[src/rtl/cpu_pkg.sv]
// rtl/cpu_pkg.sv - shared widths, constants and the ID/EX pipeline record
//
// Purpose: common definitions for the register-read (ID) stage.
// Contents:
//   XLEN, NUM_REGS, ZERO_REG, CTRL_W - datapath and register-file sizes
//   idex_t      - fields latched in the ID/EX pipeline register
//   IDEX_RESET  - ID/EX contents while reset_n is low
//   make_bubble - turns a loaded record into a bubble
package cpu_pkg;

  localparam int XLEN     = 64;
  localparam int NUM_REGS = 32;
  localparam int CTRL_W   = 16;
  localparam logic [4:0] ZERO_REG = 5'd31;

  typedef struct packed {
    logic [XLEN-1:0]   rd1;
    logic [XLEN-1:0]   rd2;
    logic [4:0]        rn;
    logic [4:0]        rm;
    logic [4:0]        rd;
    logic              mem_read;
    logic [CTRL_W-1:0] ctrl;
    logic              valid;
  } idex_t;

  localparam idex_t IDEX_RESET = '{
    rd1:      '0,
    rd2:      '0,
    rn:       ZERO_REG,
    rm:       ZERO_REG,
    rd:       ZERO_REG,
    mem_read: 1'b0,
    ctrl:     '0,
    valid:    1'b0
  };

  // A bubble keeps the operand and source-register fields so EX still sees
  // well-defined data, but cannot write anything or trigger a load-use.
  function automatic idex_t make_bubble(input idex_t f);
    idex_t b;
    b          = f;
    b.valid    = 1'b0;
    b.mem_read = 1'b0;
    b.ctrl     = '0;
    b.rd       = ZERO_REG;
    return b;
  endfunction

endpackage

[src/rtl/regfile.sv]
// rtl/regfile.sv - 32x64 register file, X31 hard-wired to zero
//
// Purpose: architectural register storage with one write and two read ports.
// Ports:
//   clk, reset_n     - rising-edge clock, asynchronous active-low clear
//   we, waddr, wdata - write port, committed on the rising edge
//   raddr1, raddr2   - read addresses
//   rdata1, rdata2   - combinational read data (X31 returns 0)
module regfile
  import cpu_pkg::*;
(
  input  logic            clk,
  input  logic            reset_n,
  input  logic            we,
  input  logic [4:0]      waddr,
  input  logic [XLEN-1:0] wdata,
  input  logic [4:0]      raddr1,
  input  logic [4:0]      raddr2,
  output logic [XLEN-1:0] rdata1,
  output logic [XLEN-1:0] rdata2
);

  logic [XLEN-1:0] regs [NUM_REGS];

  always_ff @(posedge clk or negedge reset_n) begin
    if (!reset_n) begin
      for (int i = 0; i < NUM_REGS; i++) begin
        regs[i] <= '0;
      end
    end else if (we && (waddr != ZERO_REG)) begin
      regs[waddr] <= wdata;
    end
  end

  assign rdata1 = (raddr1 == ZERO_REG) ? '0 : regs[raddr1];
  assign rdata2 = (raddr2 == ZERO_REG) ? '0 : regs[raddr2];

endmodule

[src/rtl/register_read_stage.sv]
// rtl/register_read_stage.sv - ID stage: register read, WB bypass, load-use stall, ID/EX register
//
// Purpose: reads operands for the decoded instruction, forwards a same-cycle
// write-back, detects load-use hazards and latches the ID/EX pipeline register.
// Ports:
//   clk, reset_n                       - clock, asynchronous active-low reset
//   RegWriteWB, WriteRegWB, FinalWriteData - write-back port
//   in_valid, Rn, Rm, Rd, MemReadID, CtrlID - decoded instruction
//   flush                              - taken branch, squash the ID instruction
//   ReadData1EX..ValidEX               - registered ID/EX outputs
//   stall                              - combinational, hold PC and IF/ID
module register_read_stage
  import cpu_pkg::*;
(
  input  logic              clk,
  input  logic              reset_n,
  input  logic              RegWriteWB,
  input  logic [4:0]        WriteRegWB,
  input  logic [XLEN-1:0]   FinalWriteData,
  input  logic              in_valid,
  input  logic [4:0]        Rn,
  input  logic [4:0]        Rm,
  input  logic [4:0]        Rd,
  input  logic              MemReadID,
  input  logic [CTRL_W-1:0] CtrlID,
  input  logic              flush,
  output logic [XLEN-1:0]   ReadData1EX,
  output logic [XLEN-1:0]   ReadData2EX,
  output logic [4:0]        RnEX,
  output logic [4:0]        RmEX,
  output logic [4:0]        RdEX,
  output logic              MemReadEX,
  output logic [CTRL_W-1:0] CtrlEX,
  output logic              ValidEX,
  output logic              stall
);

  logic [XLEN-1:0] rf_rd1;
  logic [XLEN-1:0] rf_rd2;
  logic [XLEN-1:0] op1;
  logic [XLEN-1:0] op2;
  logic            byp1;
  logic            byp2;
  logic            load_use;
  idex_t           idex_d;
  idex_t           idex_q;

  regfile u_regfile (
    .clk    (clk),
    .reset_n(reset_n),
    .we     (RegWriteWB),
    .waddr  (WriteRegWB),
    .wdata  (FinalWriteData),
    .raddr1 (Rn),
    .raddr2 (Rm),
    .rdata1 (rf_rd1),
    .rdata2 (rf_rd2)
  );

  // The array only updates at the edge, so a write landing this cycle must be
  // forwarded to a reader of the same register. X31 is never forwarded.
  assign byp1 = RegWriteWB && (WriteRegWB == Rn) && (Rn != ZERO_REG);
  assign byp2 = RegWriteWB && (WriteRegWB == Rm) && (Rm != ZERO_REG);
  assign op1  = byp1 ? FinalWriteData : rf_rd1;
  assign op2  = byp2 ? FinalWriteData : rf_rd2;

  // A bubble in EX has RdEX=31 and ValidEX=0, so a re-presented instruction
  // never matches against it and proceeds on the following cycle.
  assign load_use = ValidEX && MemReadEX && (RdEX != ZERO_REG) && in_valid &&
                    ((RdEX == Rn) || (RdEX == Rm));

  // A flush discards the dependent instruction anyway, so it must not stall.
  assign stall = load_use && !flush;

  always_comb begin
    idex_d          = IDEX_RESET;
    idex_d.rd1      = op1;
    idex_d.rd2      = op2;
    idex_d.rn       = Rn;
    idex_d.rm       = Rm;
    idex_d.rd       = Rd;
    idex_d.mem_read = MemReadID;
    idex_d.ctrl     = CtrlID;
    idex_d.valid    = in_valid;
    if (flush || load_use) begin
      idex_d = make_bubble(idex_d);
    end
  end

  always_ff @(posedge clk or negedge reset_n) begin
    if (!reset_n) begin
      idex_q <= IDEX_RESET;
    end else begin
      idex_q <= idex_d;
    end
  end

  assign ReadData1EX = idex_q.rd1;
  assign ReadData2EX = idex_q.rd2;
  assign RnEX        = idex_q.rn;
  assign RmEX        = idex_q.rm;
  assign RdEX        = idex_q.rd;
  assign MemReadEX   = idex_q.mem_read;
  assign CtrlEX      = idex_q.ctrl;
  assign ValidEX     = idex_q.valid;

endmodule

[config.mk]
export PLATFORM = sky130hd
export DESIGN_NAME = register_read_stage
export DESIGN_NICKNAME = d
export VERILOG_FILES = /design/src/rtl/cpu_pkg.sv /design/src/rtl/regfile.sv /design/src/rtl/register_read_stage.sv
export SDC_FILE = /design/constraint.sdc
export NUM_CORES = 2
export LEC_CHECK = 0
export ABC_CLOCK_PERIOD_IN_PS = 3300
export CELL_PAD_IN_SITES_DETAIL_PLACEMENT = 1
export CELL_PAD_IN_SITES_GLOBAL_PLACEMENT = 2
export CORE_MARGIN = 8
export CORE_UTILIZATION = 46
export CTS_CLUSTER_SIZE = 40
export DETAILED_ROUTE_END_ITERATION = 10
export GPL_TIMING_DRIVEN = 0
export PLACE_DENSITY = 0.92
export SETUP_SLACK_MARGIN = 0.3
export SYNTH_ARGS = -nofsm -noshare
export SYNTH_HDL_FRONTEND = slang
export SYNTH_SLANG_ARGS = --single-unit
export TNS_END_PERCENT = 5
[constraint.sdc]
create_clock -name clk -period 3.3 [get_ports clk]
set_input_delay 0.99 -clock clk [delete_from_list [all_inputs] [get_ports clk]]
set_output_delay 0.99 -clock clk [all_outputs]
set_load 0.02 [all_outputs]
# Word level (Yosys, flattened, before mapping)
# Index checks and enable logic that the tools add are counted.
# word_totals
ff_bits	2209
elab_cells	85
inputBits	106
out_inout_bits	162
# op_classes
n_lt_le_gt_ge	4
bitwise	3
mux	14
n_eq_ne	10
reduce_logical	14
# op_table
op	n
$bwmux W2048	1
$bmux W64 S5	2
$mux W64	9
$demux W64 S5	1
$mux W23	1
$eq A5 B5 Y1	4
$ne A5 B5 Y1 const B	4
$ge A6 B6 Y1 const B	3
$not A5 Y6	3
$logic_and A1 B1 Y1	11
$eq A5 B5 Y1 const B	2
$lt A6 B1 Y1 const B	1
$logic_or A1 B1 Y1	2
$logic_not A1 Y1	1

# Depth between registers and ports, before layout
# depth
depth_word	6
mapped_depth	10
depth_no_buf	5

# Cells and area by module
# A second synthesis with hierarchy kept.
# hier_totals
cells_unflattened	7493
area_unflattened_um2	114081.9
# modules_own_cells
module	area_each_um2	instances	seq_area_each_um2	cells_each
regfile	107882.2	1	51249.2	7098
register_read_stage	6199.7	1	4047.6	395

# Worst setup path after synthesis
# OpenSTA, ideal clock, no wires.
# synth_timing
kind	input port to output port
startpoint	in Rn[0]
endpoint	out stall
slack_ns	0.069
n_path_buf	3
t_arrival_ns	2.241
required_ns	2.310
stages	8
path_cell_list	buf_6 > buf_6 > buf_6 > xnor2_1 > nand3_1 > o22ai_1 > nand2_1 > nor2_1
# synth_between
elab_chain_cells	4
# synth_lines
item	line	rtl
start, declared	register_read_stage.sv:21	input logic [4:0] Rn,
$eq A5 B5 Y1	register_read_stage.sv:70	((RdEX == Rn) || (RdEX == Rm));
$logic_or A1 B1 Y1	register_read_stage.sv:70	
$logic_and A1 B1 Y1	register_read_stage.sv:69	assign load_use = ValidEX && MemReadEX && (RdEX != ZERO_REG) && in_valid &&
$logic_and A1 B1 Y1	register_read_stage.sv:73	assign stall = load_use && !flush;
end, declared	register_read_stage.sv:35	output logic stall
# No other way between the ends.

# Final worst setup path
# Ends and elaborated chain as after synthesis.

==> flow_summary.toml <==
[die]
rows = 183
ios = 268
die_width_um = 514
dieArea_mm2 = 0.264
start_util = 0.461
die_height_um = 514
fp.coreArea_mm2 = 0.248

[global_route]
grt_usage = 0.448
grt_pass1_wl_mm = 802
grt_max_degree = 182
grt_pass1_vias = 89700
antenna_found_initial = 104
grt_remaining_overflow = 0

[synth]
synth_most_common_cell = "dfrtp_1"
ys.flop_type = "dfrtp_1"
synth_fp_nets = 7936
yosysWarningCount = 0
syn-instance-count = 7830
synth.area.top_cells = "dfrtp_1 48%, mux2_2 20%, mux4_2 14%"
synth_top_cells_by_count = "2194 x dfrtp_1, 2020 x mux2_2, 732 x mux2i_1, 702 x mux4_2, 444 x clkbuf_1"
yosysTopAreaCell = "dfrtp_1"
synth_cell_types = 58
avgSynthCellArea_um2 = 14.6
synth_edf_count = 0
synth_seq_cells = 2209
synth_top_area_frac = 0.481
synth_seq_area_share = 0.484
netlist_area_mm2 = 0.114
synthArstFlopShare = 1.00

[finish]
fin_cells = 12100
postLayoutCellArea_mm2 = 0.133
layout-drive-gt1-share = 0.459
fillCellCount = 23500
area_delta_synth_final_pct = 16.1
fin_util = 0.535
nNetsFinal = 8500

[route]
drc = 0
viasPerCell = 7.44
vias = 89700
wl_per_cell_um = 50.2
drt-initial-drc-count = 14100
ant_nets = 0
drt_pass1_iterations = 6
wirelength_mm = 605

[clock_tree]
cts.sinks = 2209
cts_tree = "built"
clk_latency_ns = 0.98
htree_levels = 4
clk_path_buf_depth = 3
clkTransAtPathRegs_ns = 0.06
cts_hold_buf = 0
root_buffer = "clkbuf_16"
cts_inserted_buffers = 237

[critical_path]
arrival_ns = 2.34
crit_required_ns = 2.31
cp-end-kind = "output port"
path_max_fanout = 8
path_class = "primary input to output port"
start_kind = "primary input"

[sta]
post-route-period-util = 1.01
grt_setup_unrepaired = "yes"
finalSetupViolCount = 3
tightest_slew_ns = 1.71
slew-limit-headroom = -0.138
final-max-slew-violation-count = 22
period_needed_ns = 3.33
fin_tns_setup_ns = -0.0629
hold_violations = 0
worst_slack_ns = -0.0326
fin_worst_skew_ns = 0.0919
fmax_mhz = 300

[run]
drv_cap = 2

[pwr]
ir_drop_v = 0.000593
p_leak_uw = 0.0581
p_per_area_mw_per_mm2 = 639

[outcome]
status = "finished, violations left"
failed_checks = "max-capacitance violations, max-slew violations, negative setup slack"

[placement]
place_hpwl_mm = 424
dpl.cell_count = 11500
place_congestion = 1.09
portBuffers = 261
place_area_mm2 = 0.122
pre_cts_ws_ns = -3.02

[hold_path]
hp-class = "primary input to asynchronous set/reset pin"
==> final cells by class <==
type	count	area, µm²	share of cell area
Antenna cell	122	305	0.00230
Buffer	886	5410	0.0408
Clock buffer	341	6880	0.0519
Clock inverter	111	1530	0.0115
Inverter	1	3.75	0.0000283
Multi-Input combinational cell	4734	55200	0.416
Sequential cell	2209	55300	0.417
Tap cell	3330	4170	0.0314
Timing Repair Buffer	325	3790	0.0286
==> path summary, 6_finish.rpt <==
kind                                             startpoint                               end  slack [ns]  cells after the start
min in group clk                                      Rn[0]                 RnEX[0]$_DFF_PN1_        0.16                      1
max                                                   Rn[0]                             stall       -0.03                     10
max in group asynchronous                           reset_n  u_regfile.regs[1526]$_DFFE_PN0P_        0.41                      5
min                                                 reset_n  u_regfile.regs[1221]$_DFFE_PN0P_        0.08                      2
min reg2reg                  u_regfile.regs[34]$_DFFE_PN0P_    u_regfile.regs[34]$_DFFE_PN0P_        0.49                      1
max reg2reg                u_regfile.regs[1560]$_DFFE_PN0P_         ReadData2EX[24]$_DFF_PN0_        0.77                      5
==> repair_timing <==
item,4_1_cts,5_1_grt
cloned,3,2
setup buffers,23,4
resized for setup,439,174
endpoints found under the setup margin,689,522
pin swaps,16,15
==> registers in the layout (all words and copies together), names as in the netlist <==
| name | flops |
|---|---|
| MemReadEX | 1 |
| ReadData1EX | 64 |
| RmEX | 5 |
| RdEX | 5 |
| ReadData2EX | 64 |
| RnEX | 5 |
| u_regfile.regs | 2048 |
| CtrlEX | 16 |
| ValidEX | 1 |
==> through the flow <==
step	hold WS, ns	power (µW)
6_report	0.0819	84700
5_1_grt	0.122	86200
4_1_cts	0.0765	83300
3_5_place_dp	0.466	54300
3_3_place_gp	0.451	52800
2_1_floorplan	0.440	46400
==> cell usage in the layout (no fill, tap or decap), types with 150 or more instances in the layout <==
master           synthesis  routed
dfrtp_1               2194    2194
mux2_2                2020    2020
mux2i_1                732     719
mux4_2                 702     702
clkbuf_1               444     338
clkbuf_16                0     241
nand2_1                253     239
clkdlybuf4s50_1          0     231
buf_2                  324     229
buf_4                   77     150
==> where the power goes <==
group | switching, µW | internal, µW
Clock | 12600 | 16500
Combinational | 10000 | 9280
Sequential | 4140 | 32100
==> kinds of logic after synthesis <==
family	share of synthesized area
muxes	0.406
buffers and inverters	0.0366
xor gates and xnor gates	0.00153
AOI/OAI and AO/OA	0.0559
DFF	0.484
and+or+nand+nor	0.0162
==> critical path, stage by stage <==
cell and delay, ns:
buf_2 0.13, buf_12 0.16, buf_16 0.15, buf_16 0.13, xnor2_2 0.16, nand3_2 0.11
o22ai_4 0.19, nand2_2 0.08, nor2_4 0.10, buf_6 0.13
==> routing by layer <==
layer | wire length (µm) | GRT usage | up-vias
met5 | 1850 | 0.0364 | -
met4 | 61600 | 0.363 | 62
met3 | 96400 | 0.256 | 2638
met2 | 239000 | 0.593 | 8231
met1 | 206000 | 0.520 | 47500
li1 | - | - | 31300
Power figures use the tool's default switching activity.
